`src/rtl/precision_vector_pkg.sv`:
```
// Shared types for the lane-folded vector add/subtract engine.
package precision_vector_pkg;

  typedef enum logic [1:0] {
    OP_SUB  = 2'd0,
    OP_ADD  = 2'd1,
    OP_RSUB = 2'd2,
    OP_RSVD = 2'd3
  } op_t;

  typedef enum logic [1:0] {
    IDLE  = 2'd0,
    ISSUE = 2'd1,
    DRAIN = 2'd2,
    DONE  = 2'd3
  } state_t;

  // The sign lives in the MSB for every IEEE format, so one helper covers all widths.
  function automatic logic [63:0] flip_sign(input logic [63:0] v, input int bits);
    return v ^ (64'd1 << (bits - 1));
  endfunction

endpackage

```
`src/rtl/addsub_lane.sv`:
```
// One lane: maps op onto a plain subtractor by swapping or negating operands.
module addsub_lane
  import precision_vector_pkg::*;
#(
  parameter int    BITS      = 16,
  parameter string PRECISION = "HALF"
) (
  input  logic            clk,
  input  logic            rstn,
  input  logic            in_valid,
  input  op_t             op,
  input  logic [BITS-1:0] a,
  input  logic [BITS-1:0] b,
  output logic            out_valid,
  output logic [BITS-1:0] c
);
  logic [BITS-1:0] x, y;

  // SUB/RSVD pass through, ADD negates b, RSUB swaps the operands.
  always_comb begin
    x = a;
    y = b;
    case (op)
      OP_ADD:  y = BITS'(flip_sign(64'(b), BITS));
      OP_RSUB: begin x = b; y = a; end
      default: ;
    endcase
  end

  subtract #(.BITS(BITS), .PRECISION(PRECISION)) u_sub (
    .clk       (clk),
    .rstn      (rstn),
    .in_valid  (in_valid),
    .a         (x),
    .b         (y),
    .out_valid (out_valid),
    .c         (c)
  );

endmodule

```
`src/rtl/subtract.sv`:
```
// Pipelined IEEE-754 subtractor c = a - b, round-to-nearest-even, latency 2.
module subtract #(
  parameter int    BITS      = 16,
  parameter string PRECISION = "HALF"
) (
  input  logic            clk,
  input  logic            rstn,
  input  logic            in_valid,
  input  logic [BITS-1:0] a,
  input  logic [BITS-1:0] b,
  output logic            out_valid,
  output logic [BITS-1:0] c
);
  localparam int EW = (PRECISION == "DOUBLE") ? 11 : (PRECISION == "SINGLE") ? 8 : 5;
  localparam int MW = BITS - 1 - EW;
  localparam int W  = MW + 4;  // hidden bit + fraction + guard/round/sticky
  localparam logic [EW-1:0]   EMAX = '1;
  localparam logic [BITS-1:0] QNAN = {1'b0, EMAX, 1'b1, {(MW-1){1'b0}}};

  logic [1:0]      vld_pipe;
  logic [BITS-1:0] ra, rb, res;
  logic            sa, sb, sx, sy, sr, sticky, rnd;
  logic [EW-1:0]   ea, eb;
  logic [EW+1:0]   ex, ey, er;
  logic [MW:0]     ma, mb, mx, my;
  logic [W-1:0]    ax, ay, n;
  logic [W:0]      s;
  logic [BITS-2:0] mag;
  int              d, msb, sh;

  // Valid shift register; cleared by reset so nothing in flight survives it.
  always_ff @(posedge clk or negedge rstn)
    if (!rstn) vld_pipe <= '0;
    else       vld_pipe <= {vld_pipe[0], in_valid};

  // Operand capture and result register; pure datapath, no reset needed.
  always_ff @(posedge clk) begin
    ra <= a;
    rb <= b;
    c  <= res;
  end

  assign out_valid = vld_pipe[1];

  // a + (-b): swap to larger magnitude, align, add/sub, normalise, round.
  always_comb begin
    sa = ra[BITS-1];
    sb = ~rb[BITS-1];
    ea = ra[BITS-2:MW];
    eb = rb[BITS-2:MW];
    ma = {|ea, ra[MW-1:0]};
    mb = {|eb, rb[MW-1:0]};
    if (ra[BITS-2:0] >= rb[BITS-2:0]) begin
      sx = sa; sy = sb; mx = ma; my = mb;
      ex = (ea == '0) ? (EW+2)'(1) : {2'b00, ea};
      ey = (eb == '0) ? (EW+2)'(1) : {2'b00, eb};
    end else begin
      sx = sb; sy = sa; mx = mb; my = ma;
      ex = (eb == '0) ? (EW+2)'(1) : {2'b00, eb};
      ey = (ea == '0) ? (EW+2)'(1) : {2'b00, ea};
    end
    d  = int'(ex) - int'(ey);
    ax = {mx, 3'b000};
    ay = {my, 3'b000};
    sticky = 1'b0;
    for (int i = 0; i < W; i++)
      if (i < d && ay[i]) sticky = 1'b1;
    ay    = (d >= W) ? '0 : (ay >> d);
    ay[0] = ay[0] | sticky;
    s = (sx == sy) ? ({1'b0, ax} + {1'b0, ay}) : ({1'b0, ax} - {1'b0, ay});
    msb = 0;
    for (int i = 0; i <= W; i++)
      if (s[i]) msb = i;
    sh = 0;
    if (s[W]) begin
      n  = {s[W:2], s[1] | s[0]};
      er = ex + (EW+2)'(1);
    end else begin
      // Left shift is capped so tiny results land as subnormals (field 0).
      sh = W - 1 - msb;
      if (sh > int'(ex) - 1) sh = int'(ex) - 1;
      n  = s[W-1:0] << sh;
      er = n[W-1] ? ex - (EW+2)'(sh) : '0;
    end
    rnd = n[2] & (n[1] | n[0] | n[3]);
    mag = {er[EW-1:0], n[W-2:3]} + {{(BITS-2){1'b0}}, rnd};
    if (er >= {2'b00, EMAX}) mag = {EMAX, {MW{1'b0}}};
    sr  = (s == '0 && sx != sy) ? 1'b0 : sx;
    res = {sr, mag};
    if (ea == EMAX || eb == EMAX) begin
      if ((ea == EMAX && ra[MW-1:0] != '0) || (eb == EMAX && rb[MW-1:0] != '0) ||
          (ea == EMAX && eb == EMAX && sa != sb))
        res = QNAN;
      else
        res = (ea == EMAX) ? {sa, EMAX, {MW{1'b0}}} : {sb, EMAX, {MW{1'b0}}};
    end
  end

endmodule

```
`src/rtl/addsub_vector_seq.sv`:
```
// N-element add/subtract folded onto LANES shared subtractors over BEATS beats.
module addsub_vector_seq
  import precision_vector_pkg::*;
#(
  parameter int    BITS      = 16,
  parameter string PRECISION = "HALF",
  parameter int    N         = 8,
  parameter int    LANES     = 2
) (
  input  logic                 clk,
  input  logic                 rstn,
  input  logic                 in_valid,
  output logic                 in_ready,
  input  logic [1:0]           op,
  input  logic [N-1:0][BITS-1:0] a,
  input  logic [N-1:0][BITS-1:0] b,
  output logic                 out_valid,
  input  logic                 out_ready,
  output logic [N-1:0][BITS-1:0] c
);
  localparam int BEATS = (N + LANES - 1) / LANES;
  localparam int CW    = (BEATS > 1) ? $clog2(BEATS) : 1;

  state_t                    state, state_n;
  logic [CW-1:0]             issue_beat, ret_beat;
  logic [N-1:0][BITS-1:0]    a_q, b_q;
  op_t                       op_q;
  logic [LANES-1:0][BITS-1:0] lane_a, lane_b, lane_c;
  logic [LANES-1:0]          lane_vld;
  logic                      accept, issue, collect, last_issue, last_ret;

  assign in_ready   = (state == IDLE);
  assign out_valid  = (state == DONE);
  assign accept     = in_valid && in_ready;
  assign issue      = (state == ISSUE);
  // Lanes run in lockstep, so any lane's valid stands for the whole beat.
  assign collect    = (state == ISSUE || state == DRAIN) && (&lane_vld);
  assign last_issue = (issue_beat == CW'(BEATS - 1));
  assign last_ret   = (ret_beat == CW'(BEATS - 1));

  // Next-state: finishing the last write wins even while still issuing.
  always_comb begin
    state_n = state;
    case (state)
      IDLE:    if (accept) state_n = ISSUE;
      ISSUE:   if (collect && last_ret) state_n = DONE;
               else if (last_issue)     state_n = DRAIN;
      DRAIN:   if (collect && last_ret) state_n = DONE;
      DONE:    if (out_ready) state_n = IDLE;
      default: state_n = IDLE;
    endcase
  end

  // State and beat counters.
  always_ff @(posedge clk or negedge rstn)
    if (!rstn) begin
      state      <= IDLE;
      issue_beat <= '0;
      ret_beat   <= '0;
    end else begin
      state <= state_n;
      if (accept) begin
        issue_beat <= '0;
        ret_beat   <= '0;
      end else begin
        if (issue && !last_issue) issue_beat <= issue_beat + CW'(1);
        if (collect)              ret_beat   <= ret_beat + CW'(1);
      end
    end

  // Operands are captured once at accept and held for the whole run.
  always_ff @(posedge clk)
    if (accept) begin
      a_q  <= a;
      b_q  <= b;
      op_q <= op_t'(op);
    end

  // Steer the current beat's elements onto lanes; pad lanes see zeros.
  always_comb begin
    lane_a = '0;
    lane_b = '0;
    for (int i = 0; i < N; i++)
      if (issue_beat == CW'(i / LANES)) begin
        lane_a[i % LANES] = a_q[i];
        lane_b[i % LANES] = b_q[i];
      end
  end

  // Result buffer: only real elements are written, pad results fall away.
  always_ff @(posedge clk or negedge rstn)
    if (!rstn) c <= '0;
    else if (collect)
      for (int i = 0; i < N; i++)
        if (ret_beat == CW'(i / LANES)) c[i] <= lane_c[i % LANES];

  for (genvar l = 0; l < LANES; l++) begin : g_lane
    addsub_lane #(.BITS(BITS), .PRECISION(PRECISION)) u_lane (
      .clk       (clk),
      .rstn      (rstn),
      .in_valid  (issue),
      .op        (op_q),
      .a         (lane_a[l]),
      .b         (lane_b[l]),
      .out_valid (lane_vld[l]),
      .c         (lane_c[l])
    );
  end

endmodule
```
`config.mk`:
```
export PLATFORM = sky130hd
export DESIGN_NAME = addsub_vector_seq
export DESIGN_NICKNAME = d
export VERILOG_FILES = /design/src/rtl/precision_vector_pkg.sv /design/src/rtl/addsub_lane.sv /design/src/rtl/subtract.sv /design/src/rtl/addsub_vector_seq.sv
export SDC_FILE = /design/constraint.sdc
export NUM_CORES = 1
export LEC_CHECK = 0
export CAP_MARGIN = 30
export CORE_MARGIN = 1
export CORE_UTILIZATION = 55
export CTS_CLUSTER_DIAMETER = 150
export DETAILED_ROUTE_END_ITERATION = 7
export DONT_BUFFER_PORTS = 1
export PLACE_DENSITY = 0.7
export SLEW_MARGIN = 20
export SYNTH_ARGS = -nofsm -noshare
export SYNTH_HDL_FRONTEND = slang
export SYNTH_SLANG_ARGS = --single-unit
```
`constraint.sdc`:
```
create_clock -name clk -period 12.1 [get_ports clk]
set_clock_uncertainty 0.15 [all_clocks]
set_input_delay 0.605 -clock clk [delete_from_list [all_inputs] [get_ports clk]]
set_output_delay 0.605 -clock clk [all_outputs]
set_load 0.05 [all_outputs]
```
==> results.py <==
metrics = {
    "setup_path": {
        "reg2reg_depth": 51,
        "critPathRequiredTime_ns": 12.39,
        "crit_top_cell": "ha_1",
        "cp-startpoint": "g_lane[0].u_lane.u_sub.ra[11]",
        "crit_family": "compound AO/OA/AOI/OAI gates",
        "r2r_slack_ns": 0.44,
        "critPathArrivalTime_ns": 11.95,
        "cp_num_buf_inv": 7,
        "crit_slowest_cell": "or4b_4",
        "reg2reg_to": "g_lane[0].u_lane.u_sub.c[9]",
        "cp_slowest_stage_delay_ns": 0.53,
        "crit_path_max_fanout": 12,
        "crit_path_start_kind": "flip-flop",
        "end_kind": "flip-flop",
        "reg2reg_from": "g_lane[0].u_lane.u_sub.ra[11]",
        "path_class": "reg -> reg",
    },
    "timing": {
        "setup_viol": 0,
        "hold_viol_final": 0,
        "slew-limit-headroom_pct": 37.35,
        "max_freq_ghz": 0.08573,
        "drv_slew": 0,
        "fin_crit_ns": 11.66,
        "fin_crit_sh_pct": 96.40,
        "worst_slew_pin_slew_ns": 0.9161,
    },
    "min_path": {
        "hold_path_depth": 0,
        "hold_class": "reg -> reg",
        "hp-start": "g_lane[1].u_lane.u_sub.vld_pipe[0]",
        "holdPathEnd": "g_lane[0].u_lane.u_sub.vld_pipe[1]",
    },
    "cts": {
        "clkSlewWorstSetupHoldPaths_ns": 0.06,
        "cts_tree": "yes",
        "worstSkewPairLatency_ns": 0.63,
        "cts-root-buf": "clkbuf_16",
        "clockBufferDepth": 3,
        "cts-buffers-inserted": 49,
        "cts.htree.levels": 2,
        "cts.sinks": 490,
    },
    "floorplanning": {
        "die_area_um2": 54450,
        "start_util_pct": 55.80,
        "die-width_um": 233.4,
        "rows": 84,
        "coreArea_um2": 52760,
        "ioPinCount": 392,
        "die_h_um": 233.4,
    },
    "yosys": {
        "postSynthAreaPerCell_um2": 9.902,
        "yosys-top-cells-count": "333 x nor2_1, 258 x edfxtp_1, 249 x a21oi_1",
        "synthDistinctLibCells": 118,
        "synth_area_um2": 29440,
        "synth_top_area_cell": "edfxtp_1",
        "syn_inst": 2973,
        "synthTopCellsByArea": "edfxtp_1 26%, dfrtp_1 12%, dfxtp_1 6.5%, mux2_2 5.6%, ha_1 5.4%",
        "synth.top_cell.area_share_pct": 26.32,
        "yosysMostFrequentCell": "nor2_1",
        "ys_seq_elements": 490,
        "synth_warnings": 0,
        "postSynth.asyncResetShare_pct": 27.76,
        "synth-seq-area-share_pct": 44.41,
        "synthFlopType": "edfxtp_1",
        "synth_edf_count": 258,
    },
    "final_layout": {
        "fill_cells": 3752,
        "seq_area_um2": 13100,
        "syn2layout_area_growth_pct": 24.57,
        "multi_input_area_um2": 15700,
        "nNetsFinal": 3784,
        "drive_gt1_share_pct": 19.91,
        "fin_area_um2": 36670,
    },
    "flow_run": {
        "drv_cap": 0,
    },
    "status": {
        "status": "finished with violations",
        "violations": "design-rule violations",
    },
    "grt": {
        "grt-ovfl-total": 0,
        "grt_use_total_pct": 35.52,
        "antenna_found_initial": 15,
        "grt_max_degree": 137,
        "grt_pass1_vias": 25850,
        "grt_pass1_wl_um": 149800,
    },
    "routing": {
        "drtAntennaViolNets": 0,
        "wl_um": 100700,
        "drc": 64,
        "drt-pass1-iter-count": 8,
        "drt_iter0_markers": 2880,
        "wl_per_cell_um": 24.35,
        "vias": 26590,
        "via_per_inst": 6.432,
    },
    "place": {
        "gp_congestion": 0.9418,
        "port_buffers": 0,
        "hpwl_um": 68390,
        "placed_area_um2": 31550,
    },
}
==> worst max path at each step <==
stage / endpoint / slack (ns) / depth (start not counted)
floorplan: g_lane[0].u_lane.u_sub.c[9] / 0.004 / 57
global placement: g_lane[1].u_lane.u_sub.c[12] / 0.05 / 52
detailed placement: g_lane[0].u_lane.u_sub.c[9] / -0.10 / 52
CTS: g_lane[1].u_lane.u_sub.c[12] / 0.01 / 57
global route: g_lane[0].u_lane.u_sub.c[9] / -0.08 / 62
finish: g_lane[0].u_lane.u_sub.c[9] / 0.44 / 51
==> placed cells by master (no fill, tap or decap), types with 20 or more instances in the layout <==
cell type,instances
nor2_1,325
dlygate4sd3_1,259
edfxtp_1,258
buf_4,249
a21oi_1,235
nand2_1,197
mux2_2,146
dfrtp_1,136
inv_1,133
ha_1,115
o21ai_0,105
mux2i_1,97
dfxtp_1,77
nand3_1,75
a22oi_1,74
nor3_1,56
clkbuf_16,51
o22ai_1,50
xnor2_1,42
a21o_1,27
or3_1,27
and2_1,25
nand2b_1,25
o21ai_1,23
o211ai_1,23
a31oi_1,22
a211oi_1,20
o31ai_1,20
xor2_1,20
o21a_1,20
==> worst reg2reg max path: cells and delay by family (launching register included) <==
kind                     cells  cell delay [ns]
adder cells (fa/ha/maj)      8             2.05
multiplexers                 3             0.62
AO/OA/AOI/OAI               16             3.63
buffers and inverters        7             0.91
XOR/XNOR                     1             0.17
flip-flops                   1             0.46
AND/OR/NAND/NOR             16             3.47
==> final cells by class <==
type	instances	share of cell area (%)
diodes	15	0.1024
clock buffers	65	3.593
clock inverters	27	1.041
inverters	140	1.450
multi-input cells	2188	42.82
flip-flops and latches	490	35.71
well taps	688	2.347
repair buffers	521	12.93
==> metal layers <==
metal  vias to the layer above  wire (um)  GRT usage, %
met5                         -         10             0
met4                         2       4950         17.40
met3                       324       9599         6.787
met2                      1687      48230         59.65
met1                     12680      37870         43.64
li1                      11900          -             -
==> state kept, by name, indices dropped and copies added (netlist names), 32 cells and up <==
signal / flops
a_q: 128
b_q: 128
c: 128
g_lane.u_lane.u_sub.c: 32
g_lane.u_lane.u_sub.ra: 32
g_lane.u_lane.u_sub.rb: 32
==> stage by stage <==
stage / utilization [%] / std cells / setup TNS (ns) / worst slack (ns) / hold slack (ns)
after global routing: 69.50 / 4134 / -0.1778 / -0.08373 / 0.2087
after detailed placement: 59.79 / 3731 / -0.3884 / -0.1043 / 0.1622
final: 69.50 / 4134 / 0 / 0.4352 / 0.1969
after global placement: 59.51 / 3725 / 0 / 0.04562 / 0.1618
after CTS: 68.11 / 4083 / 0 / 0.01168 / 0.1901
after floorplan: - / 2976 / 0 / 0.003533 / 0.1594
==> timing repair <==
item	in CTS	in global routing
hold buffers	260	0
resized for setup	12	119
setup endpoints to repair	16	30
setup buffers	0	34
endpoints found under the hold margin	394	0
gates cloned	0	2
pin swaps	0	41
==> cells by family (layout without fill, tap and decap cells) <==
kind of cell    count (synthesis)  after routing  share of synthesized area [%]
buf+inv                       299            753                          4.114
other cells                     1             19                        0.01274
mux                           263            263                          10.05
compound gates                835            836                          19.46
flops                         490            490                          44.41
xor+xnor                       65             65                          1.959
fa+ha+maj                     133            133                          5.772
simple gates                  887            887                          14.23
Power is not shown: default switching activity piles up to over one toggle a cycle in this logic, so the estimate is an artifact.
